==> src/rtl/input_conditioner_if.sv <==
// Button/frame bundle between the board-level I/O and the input conditioner.
// The master drives the raw buttons and vsync. The slave returns the command vector and the debounced levels.
interface input_conditioner_if;
    logic [4:0] btn_raw;
    logic       vsync;
    logic [4:0] operation;
    logic [4:0] held;

    modport master (
        output btn_raw,
        output vsync,
        input  operation,
        input  held
    );

    modport slave (
        input  btn_raw,
        input  vsync,
        output operation,
        output held
    );
endinterface

==> src/rtl/input_conditioner.sv <==
// Debounces five push-buttons and auto-repeats DOWN/LEFT/RIGHT.
// Presents one command vector per display frame, latched on the vsync rising edge.
module input_conditioner #(
    parameter logic [15:0] DB_LIMIT     = 16'd50000,
    parameter logic [5:0]  REPEAT_DELAY = 6'd16,
    parameter logic [5:0]  REPEAT_RATE  = 6'd4
) (
    input logic                clock,
    input logic                reset,
    input_conditioner_if.slave bus
);

    logic [4:0]  btn_s1;
    logic [4:0]  btn_s2;
    logic        vs_s1;
    logic        vs_s2;
    logic        vs_prev;
    logic [15:0] db_cnt [5];
    logic [5:0]  rep_cnt [3];
    logic [4:0]  held_r;
    logic [4:0]  pending;
    logic [4:0]  operation_r;
    logic [4:0]  press_evt;
    logic [2:0]  repeat_evt;
    logic [4:0]  events;
    logic [4:0]  op_next;
    logic        frame_rise;
    logic        frame_fall;

    assign frame_rise = vs_s2 & ~vs_prev;
    assign frame_fall = ~vs_s2 & vs_prev;

    always_comb begin
        press_evt = '0;
        for (int i = 0; i < 5; i++) begin
            press_evt[i] = btn_s2[i] & ~held_r[i] & (db_cnt[i] == DB_LIMIT - 16'd1);
        end
    end

    always_comb begin
        repeat_evt = '0;
        for (int i = 0; i < 3; i++) begin
            repeat_evt[i] = held_r[i] & frame_fall & ((rep_cnt[i] + 6'd1) == REPEAT_DELAY);
        end
    end

    assign events = press_evt | {2'b00, repeat_evt};

    // START wins outright; simultaneous LEFT+RIGHT cancel each other.
    always_comb begin
        op_next = pending;
        if (pending[4]) begin
            op_next = 5'b10000;
        end else if (pending[1:0] == 2'b11) begin
            op_next = {pending[4:2], 2'b00};
        end
    end

    always_ff @(posedge clock) begin
        if (reset) begin
            btn_s1      <= '0;
            btn_s2      <= '0;
            vs_s1       <= 1'b0;
            vs_s2       <= 1'b0;
            vs_prev     <= 1'b0;
            held_r      <= '0;
            pending     <= '0;
            operation_r <= '0;
            for (int i = 0; i < 5; i++) begin
                db_cnt[i] <= '0;
            end
            for (int i = 0; i < 3; i++) begin
                rep_cnt[i] <= '0;
            end
        end else begin
            btn_s1  <= bus.btn_raw;
            btn_s2  <= btn_s1;
            vs_s1   <= bus.vsync;
            vs_s2   <= vs_s1;
            vs_prev <= vs_s2;

            for (int i = 0; i < 5; i++) begin
                if (btn_s2[i] == held_r[i]) begin
                    db_cnt[i] <= '0;
                end else if (db_cnt[i] == DB_LIMIT - 16'd1) begin
                    held_r[i] <= btn_s2[i];
                    db_cnt[i] <= '0;
                end else begin
                    db_cnt[i] <= db_cnt[i] + 16'd1;
                end
            end

            // After the first repeat, reloading keeps later repeats REPEAT_RATE frames apart.
            for (int i = 0; i < 3; i++) begin
                if (!held_r[i]) begin
                    rep_cnt[i] <= '0;
                end else if (frame_fall) begin
                    if (repeat_evt[i]) begin
                        rep_cnt[i] <= REPEAT_DELAY - REPEAT_RATE;
                    end else begin
                        rep_cnt[i] <= rep_cnt[i] + 6'd1;
                    end
                end
            end

            // Events raised on the latching cycle carry into the next frame.
            if (frame_rise) begin
                operation_r <= op_next;
                pending     <= events;
            end else begin
                pending     <= pending | events;
            end
        end
    end

    assign bus.held      = held_r;
    assign bus.operation = operation_r;

endmodule

==> src/flat_wrapper.sv <==
// flat-port wrapper written by rule: the top's interface ports become plain ports
module input_conditioner_flat 
#(
    parameter logic [15:0] DB_LIMIT     = 16'd50000,
    parameter logic [5:0]  REPEAT_DELAY = 6'd16,
    parameter logic [5:0]  REPEAT_RATE  = 6'd4
)
  (clock, reset, bus_btn_raw, bus_vsync, bus_operation, bus_held);
  input_conditioner_if bus_i ();
  input logic clock;
  input logic reset;
  input wire logic [$bits(bus_i.btn_raw)-1:0] bus_btn_raw;
  input wire logic [$bits(bus_i.vsync)-1:0] bus_vsync;
  output wire logic [$bits(bus_i.operation)-1:0] bus_operation;
  output wire logic [$bits(bus_i.held)-1:0] bus_held;
  assign bus_i.btn_raw = bus_btn_raw;
  assign bus_i.vsync = bus_vsync;
  assign bus_operation = bus_i.operation;
  assign bus_held = bus_i.held;
  input_conditioner #(.DB_LIMIT(DB_LIMIT), .REPEAT_DELAY(REPEAT_DELAY), .REPEAT_RATE(REPEAT_RATE)) u_core (.clock(clock), .reset(reset), .bus(bus_i));
endmodule
==> config.mk <==
export PLATFORM = sky130hd
export DESIGN_NAME = input_conditioner_flat
export DESIGN_NICKNAME = d
export VERILOG_FILES = /design/src/rtl/input_conditioner_if.sv /design/src/rtl/input_conditioner.sv /design/src/flat_wrapper.sv
export SDC_FILE = /design/constraint.sdc
export NUM_CORES = 1
export LEC_CHECK = 0
export BUFFER_PORTS_ARGS = -buffer_cell sky130_fd_sc_hd__buf_2
export CORE_MARGIN = 1
export CORE_UTILIZATION = 55
export DETAILED_ROUTE_END_ITERATION = 10
export HOLD_SLACK_MARGIN = 0.06
export PLACE_DENSITY_LB_ADDON = 0.1
export SETUP_SLACK_MARGIN = 0.4
export SLEW_MARGIN = 10
export SYNTH_ARGS = -nofsm -noshare
export SYNTH_HDL_FRONTEND = slang
export SYNTH_SLANG_ARGS = --single-unit
export TNS_END_PERCENT = 10
==> constraint.sdc <==
create_clock -name clock -period 1.8 [get_ports clock]
set_input_delay 0.18 -clock clock [delete_from_list [all_inputs] [get_ports clock]]
set_output_delay 0.18 -clock clock [all_outputs]
set_load 0.01 [all_outputs]
Yosys cells after proc, flatten, opt, wreduce, memory -nomap -nowiden
Memories as Yosys holds them, arrays and structs flattened.
Cells that the tools add are included.
- flip-flop bits (word level): 28
- RAM bits: 98
- bits of input ports: 8
- output and inout port bits: 10
- logic and storage cells: 220
- memories: 2
- memory list (memory ; depth ; width ; read ports ; clocked after memory_dff ; wr ports ; RTL line ; source):
    u_core.db_cnt ; 5 ; 16 ; 5 ; 0 ; 5 ; input_conditioner.sv:18 ; logic [15:0] db_cnt [5];
    u_core.rep_cnt ; 3 ; 6 ; 3 ; 0 ; 3 ; input_conditioner.sv:19 ; logic [5:0] rep_cnt [3];
- add/sub/neg operators: 8
- eq/ne operators: 14
- mux-type cells: 123
- bitwise operators: 56
- reduce and logical (&&, ||, !) cells: 5
- operators by type and width (operator ; number):
    $mux W16 ; 15
    $mux W1 ; 96
    $add A16 B1 Y16 const B ; 5
    $eq A16 B16 Y1 const B ; 5
    $mux W6 ; 9
    $or A1 B1 Y1 ; 24
    $add A6 B1 Y6 const B ; 3
    $and A1 B1 Y1 ; 18
    $eq A6 B5 Y1 const B ; 3
    $not A1 Y1 ; 12
    $mux W5 ; 2
    $reduce_and A2 Y1 ; 5
    $eq A1 B1 Y1 ; 5
    $or A5 B3 Y5 ; 1
    $or A5 B5 Y5 ; 1
    $eq A2 B2 Y1 const B ; 1
    $mux W2 ; 1

Depth between registers and ports, before layout
Gate-level depths: netlist (run 1).
- word-level depth: 11
- depth in mapped cells: 7
- gate-level depth less buffers: 5

Least setup slack after synthesis (run 1)
No wires, ideal clock.
- kind: register -> register
- start: mem u_core.db_cnt[0][11]
- end: mem u_core.db_cnt[0][10], data pin
- setup time: 254 ps
- data arrival time: 1700 ps
- required time: 1546 ps
- path slack: -155 ps
- stages on the path, launching flop included: 7
- buffers on the path: 2
- period minus slack after synthesis: 1955 ps
- cell sequence: edfxtp_1 -> or4b_4 -> nor4_4 -> or3_1 -> buf_6 -> buf_12 -> nor2_1
- RTL lines (element ; RTL line):
    from (decl) ; input_conditioner.sv:18

==> impl_metrics.csv, run 1 <==
group,metric,value,unit
outcome,status,"finished with violations",
outcome,violations,"setup timing",
final_layout,layout-drive-gt1-share,25.42,%
routing,firstDrtPassIters,4,
place,portBuffers,17,
place,dp_hpwl,8545,um
floorplanning,num_rows,39,
worst_setup_path,cp-start-kind,"register",
synthesis,yosysWarnings,0,
sta,timing.final.crit_period,1.854,ns
routing,wl_per_cell,13.55,um
global_route,antenna_found_initial,0,
final_layout,multiInputGateArea,3602,um^2
sta,fin_ws,-0.05409,ns
floorplanning,coreArea,11470,um^2
worst_setup_path,cpPeakStageDelay,0.55,ns
worst_setup_path,cp-endpoint,"u_core.db_cnt[3][13]$_SDFFCE_PN0P_",
worst_setup_path,path_class,"register to register",
cts,cts-htree-levels,4,
run,cap_violations,0,
worst_setup_path,r2r_start,"u_core.db_cnt[3][11]$_SDFFCE_PN0P_",
synthesis,async_flop_share,0,%
sta,setup_viol_count_final,25,
cts,cts_buffers,17,
routing,drtIter0Drc,242,
global_route,grt.total_usage,22.06,%
routing,drtAntennaViolNets,0,
cts,clk_path_buf_depth,2,
final_layout,area_growth,33.09,%
worst_setup_path,path_buf_inv,1,
synthesis,yosys-top-cells-area,"edfxtp_1 45%, xnor2_1 8.9%, dfxtp_1 8.7%",
floorplanning,die_w,110.5,um
routing,route.detailed.drc,0,
global_route,grt_overflow,0,
worst_setup_path,path_depth,5,
place,gp_congestion,0.8421,
power_and_ir_drop,cellPowerDensity,810.2,nW/um^2
worst_setup_path,cp_data_required_time,1.97,ns
synthesis,ys_seq_area_share,54.12,%
final_layout,fin_util,75.13,%
final_layout,seq_area,3505,um^2
floorplanning,start_util,56.45,%
routing,vias,4849,
cts,clkLatencyLatePin,0.42,ns
sta,timing.final.crit_share,103.0,%
worst_setup_path,r2r-end,"u_core.db_cnt[3][13]$_SDFFCE_PN0P_",
synthesis,yosysTopAreaCell,"edfxtp_1",
synthesis,synth_most_common_cell,"nor2_1",
power_and_ir_drop,ir_drop,0.0008308,V
sta,max_freq,0.5393,GHz
global_route,grt_pass1_vias,4845,
synthesis,synthCells,607,
synthesis,synthTopCellsByCount,"107 x nor2_1, 98 x edfxtp_1, 66 x xnor2_1",
worst_setup_path,cp-end-kind,"register",
global_route,grt_max_degree,28,
final_layout,finalNonFillerCells,923,
routing,routed_wl,12510,um
sta,skew,0.004865,ns
worst_setup_path,cp.arrival,2.03,ns
worst_setup_path,critPathMaxFanout,16,
cts,cts.sinks,126,
synthesis,syn_area_per_cell,10.67,um^2
worst_setup_path,cp-startpoint,"u_core.db_cnt[3][11]$_SDFFCE_PN0P_",
sta,rsz0062_at_grt,"true",
synthesis,yosysUniqueCellTypes,53,
global_route,grt_pass1_wl,21730,um
final_layout,final_nets,790,
cts,clk_pin_slew,0.06,ns
place,dpl.cell_count,880,
worst_setup_path,crit_family,"simple AND/OR/NAND/NOR gates",
worst_setup_path,crit_chain,"or4bb_4 > nor4_4 > or3_4 > buf_12 > nor2_1",
min_path,hold_path.class,"primary input to register",
floorplanning,dieArea,12210,um^2
sta,hold_viol_final,0,
final_layout,fill_cells,782,
cts,cts_root_buf,"clkbuf_16",
routing,via_per_inst,5.254,
synthesis,yosys_register_bits,126,
power_and_ir_drop,p_leak,0.003124,uW
power_and_ir_drop,p_total,6980,uW
synthesis,syn_area,6474,um^2
synthesis,synth_ff_type,"edfxtp_1",
floorplanning,top_level_ports,18,
worst_setup_path,slowest_stage,"or4bb_4",
synthesis,synth_edf_count,98,
sta,slew_viol_final,0,
cts,cts_tree,"done",
worst_setup_path,reg2reg_depth,5,
worst_setup_path,reg2reg_slack,-0.05,ns
synthesis,synth_top_area_share,45.46,%
floorplanning,die_h,110.5,um
cell usage in the layout (no fill, tap or decap), types with 20 or more instances in the layout:
cell	netlist	final
nand2_1	24	23
nor2_1	107	72
inv_1	30	30
nor2_4	0	24
xnor2_1	66	65
edfxtp_1	98	98
nand4_1	20	20
conb_1	1	80
clkbuf_16	0	20
nand3_1	42	35
buf_4	0	47
dfxtp_1	28	27
worst min-delay path by stage:
stage | startpoint | cells past startpoint | slack, ns | endpoint
5_1_grt | reset | 3 | 0.26 | u_core.vs_prev$_SDFF_PP0_
4_1_cts | reset | 3 | 0.24 | u_core.vs_prev$_SDFF_PP0_
6_report | reset | 3 | 0.25 | u_core.pending[3]$_SDFF_PP0_
3_5_place_dp | bus_btn_raw[3] | 2 | 0.41 | u_core.btn_s1[3]$_SDFF_PP0_
3_3_place_gp | bus_btn_raw[4] | 2 | 0.39 | u_core.btn_s1[4]$_SDFF_PP0_
2_1_floorplan | bus_btn_raw[0] | 1 | 0.31 | u_core.btn_s1[0]$_SDFF_PP0_
state kept, by name, indices dropped and copies added, names as in the netlist:
register,cells
u_core.btn_s1,5
u_core.vs_s2,1
u_core.bus.operation,5
u_core.db_cnt,80
u_core.pending,5
u_core.bus.held,5
u_core.vs_prev,1
u_core.rep_cnt,18
u_core.vs_s1,1
u_core.btn_s2,5
metal layers:
layer / part of all wire, % / GRT usage, % / vias up
li1: - / - / 2425
met1: 43 / 26.42 / 2332
met2: 51 / 37.89 / 77
met3: 3.8 / 6.367 / 15
met4: 1.4 / 7.644 / 0
met5: 0 / 0 / -
repair_timing:
item                                   CTS  global route
hold buffers                             6             0
endpoints found under the hold margin    6             0
gates cloned                             0             0
setup buffers                            2             2
gates resized for setup                105            29
setup endpoints to repair              105           108
pin swaps                               83            56
where the power goes:
part / total, uW / switching (uW) / internal, uW / leakage [uW]
clock network: 3330 / 1210 / 2110 / 0.000300
logic: 356 / 195 / 161 / 0.00155
registers: 3300 / 77.0 / 3220 / 0.00128
total: 6980 / 1490 / 5490 / 0.00312
worst reg2reg max path, delay by kind of cell, from the launching register on:
kind | cells | cell delay [ns]
buffers and inverters | 1 | 0.13
flip-flops | 1 | 0.40
AND/OR/NAND/NOR | 4 | 1.08
logic make-up after synthesis:
family	Yosys count	synth area share, %
and+or+nand+nor	287	23.12
DFF	126	54.12
xor gates and xnor gates	85	11.50
buffers and inverters	47	3.344
AOI/OAI and AO/OA	44	4.619
adders and majority gates	16	3.092
other	1	0.05793
muxes	1	0.1546
layout make-up:
class,count,share of cell area (%)
multi-input combinational,513,41.81
sequential,126,40.68
antenna,1,0.02904
inverter,30,1.307
timing repair buffer,78,7.232
clock buffer,25,6.375
clock inverter,7,0.4938
tap,143,2.077
stage by stage:
| step | area (um^2) | hold WS [ns] | setup WS (ns) | TNS (ns) |
|---|---|---|---|---|
| floorplan | 6774 | 0.3082 | -0.1450 | -3.047 |
| global placement | 7355 | 0.3896 | -0.006575 | -0.06873 |
| detailed placement | 7355 | 0.4118 | -0.08632 | -1.515 |
| CTS | 8448 | 0.2368 | -0.05918 | -1.206 |
| global route | 8613 | 0.2574 | -0.1580 | -4.287 |
| finish | 8616 | 0.2509 | -0.05409 | -0.7803 |
Power figures use the tool's default switching activity.
==> run 2, diff against run 1 <==
--- a/config.mk
+++ b/config.mk
@@ -5,6 +5,7 @@
 export SDC_FILE = /design/constraint.sdc
 export NUM_CORES = 1
 export LEC_CHECK = 0
+export ABC_AREA = 1
 export BUFFER_PORTS_ARGS = -buffer_cell sky130_fd_sc_hd__buf_2
 export CORE_MARGIN = 1
 export CORE_UTILIZATION = 55
==> impl_metrics.csv, run 2 <==
group,metric,value,unit
outcome,status,"completed",
place,placed_cell_area,7587,um^2
final_layout,reg_top3,"u_core.db_cnt (80), u_core.rep_cnt (18)",
place,gp_congestion,0.8600,
synthesis,ys_seq_area_share,50.18,%
sta,slew_viol_final,0,
synthesis,syn_area,6982,um^2
synthesis,synthTopCellsByCount,"140 x nand2_1, 116 x nor2_1, 114 x inv_1",
sta,tightest_slew,0.5351,ns
sta,rsz0062_at_grt,"true",
cts,clk_path_buf_depth,2,
worst_setup_path,cp-start-kind,"register",
final_layout,largest_reg_flops,80,
sta,hold_viol_final,0,
synthesis,synth_top_area_share,42.15,%
cts,cts_tree,"done",
synthesis,async_flop_share,0,%
power_and_ir_drop,p_total,7081,uW
floorplanning,num_rows,40,
final_layout,regMostFlops,"u_core.db_cnt",
global_route,grt_pass1_vias,5594,
routing,firstDrtPassIters,6,
sta,setup_viol_count_final,0,
place,portBuffers,17,
worst_setup_path,cp.arrival,1.78,ns
place,dp_hpwl,9665,um
synthesis,yosysWarnings,0,
floorplanning,top_level_ports,18,
routing,drtIter0Drc,335,
synthesis,yosys_register_bits,126,
floorplanning,die_h,114.7,um
worst_setup_path,cp_data_required_time,1.96,ns
synthesis,synth_edf_count,98,
global_route,grt.total_usage,23.88,%
worst_setup_path,path_class,"register to register",
final_layout,fin_util,73.20,%
sta,fin_tns_setup,0,ns
synthesis,synth_most_common_cell,"nand2_1",
sta,relSlewSlack,64.11,%
final_layout,area_growth,28.03,%
final_layout,final_nets,986,
synthesis,yosysTopAreaCell,"edfxtp_1",
sta,max_freq,0.6191,GHz
floorplanning,dieArea,13150,um^2
power_and_ir_drop,p_leak,0.003568,uW
cts,clkLatencyLatePin,0.41,ns
final_layout,antenna_cells,0,
worst_setup_path,critPathMaxFanout,4,
power_and_ir_drop,cellPowerDensity,792.1,nW/um^2
synthesis,synth_ff_type,"edfxtp_1",
final_layout,fin_area,8939,um^2
final_layout,final_common_cell,"nand2_1",
sta,timing.final.crit_period,1.615,ns
routing,vias,5722,
cts,cts-htree-levels,4,
global_route,grt_max_degree,17,
cts,cts_buffers,17,
routing,routed_wl,14450,um
floorplanning,start_util,57.17,%
cts,cts.sinks,126,
floorplanning,coreArea,12210,um^2
routing,route.detailed.drc,0,
floorplanning,die_w,114.7,um
routing,via_per_inst,5.011,
final_layout,layout-drive-gt1-share,22.59,%
cts,cts_root_buf,"clkbuf_16",
sta,timing.final.crit_share,89.74,%
global_route,grt_pass1_wl,24630,um
synthesis,yosysUniqueCellTypes,42,
synthesis,yosys-top-cells-area,"edfxtp_1 42%, dfxtp_1 8.0%, nand2_1 7.5%",
routing,drtAntennaViolNets,0,
worst_setup_path,cp-end-kind,"register",
min_path,hold_path.class,"primary input to register",
global_route,grt_overflow,0,
power_and_ir_drop,ir_drop,0.0007009,V
synthesis,syn_area_per_cell,8.684,um^2
cts,clk_pin_slew,0.05,ns
routing,wl_per_cell,12.65,um
run,cap_violations,0,
global_route,antenna_found_initial,0,
synthesis,synthCells,804,
final_layout,final_cell_mix,"132 x nand2_1, 112 x inv_1, 104 x nor2_1",
sta,skew,0.004313,ns
## run 2: worst max-delay path, stage by stage (launching register included)
cell      delay [ns]
edfxtp_1        0.46
buf_4           0.18
nand3_2         0.09
nand2_1         0.06
nand2_1         0.09
nand2_1         0.08
nor2_2          0.15
nand2_2         0.11
nand2_4         0.10
nor2_1          0.05
## run 2: per-stage QoR
step	std cells	setup WS [ns]	hold slack, ns
2_1_floorplan	883	0.3035	0.2870
3_3_place_gp	1069	0.1396	0.3851
3_5_place_dp	1069	0.06763	0.3868
4_1_cts	1135	0.2810	0.1306
5_1_grt	1142	0.1096	0.1941
6_report	1142	0.1847	0.1593
## run 2: cell families after synthesis
logic type,Yosys count,synth area share (%)
AND/OR/NAND/NOR,439,30.66
XOR/XNOR,25,3.136
other,1,0.05371
adder cells (fa/ha/maj),16,2.867
AO/OA/AOI/OAI,70,5.609
flip-flops,126,50.18
buffers and inverters,127,7.491
## run 2: worst paths after layout
check	start	end	slack, ns	cells after the start
worst max-delay path	u_core.rep_cnt[1][0]$_SDFFCE_PN0P_	u_core.rep_cnt[1][4]$_SDFFCE_PN0P_	0.18	9
worst min-delay path	reset	u_core.btn_s2[0]$_SDFF_PP0_	0.16	2
worst max register to register	u_core.rep_cnt[1][0]$_SDFFCE_PN0P_	u_core.rep_cnt[1][4]$_SDFFCE_PN0P_	0.18	9
worst min register to register	u_core.btn_s1[3]$_SDFF_PP0_	u_core.btn_s2[3]$_SDFF_PP0_	0.40	2
## run 2: routing by layer
layer  wire [um]  GRT usage (%)  up-vias
li1            -              -     2925
met1        6575          29.34     2669
met2        7208          41.21      110
met3         441          4.553       18
met4         224          9.870        0
met5           0              0        -
## run 2: power by group
part	total [uW]	switching, uW	internal [uW]
Combinational	347	226	121
Sequential	3300	82.0	3220
Clock	3430	1190	2240
## run 2: area by class of cell
class                           instances  area, um^2
Tap cell                              168       210.2
Multi-Input combinational cell        634        3730
Inverter                              119       446.7
Fill cell                             940        3273
Clock inverter                          6       80.08
Sequential cell                       126        3503
Clock buffer                           25       515.5
Timing Repair Buffer                   64       452.9
## run 2: timing repair
item,in CTS,in global routing
pin swaps,26,11
cloned,4,0
hold endpoints to repair,6,0
setup buffers,25,7
resized for setup,58,31
hold buffers,6,0
endpoints found under the setup margin,101,117
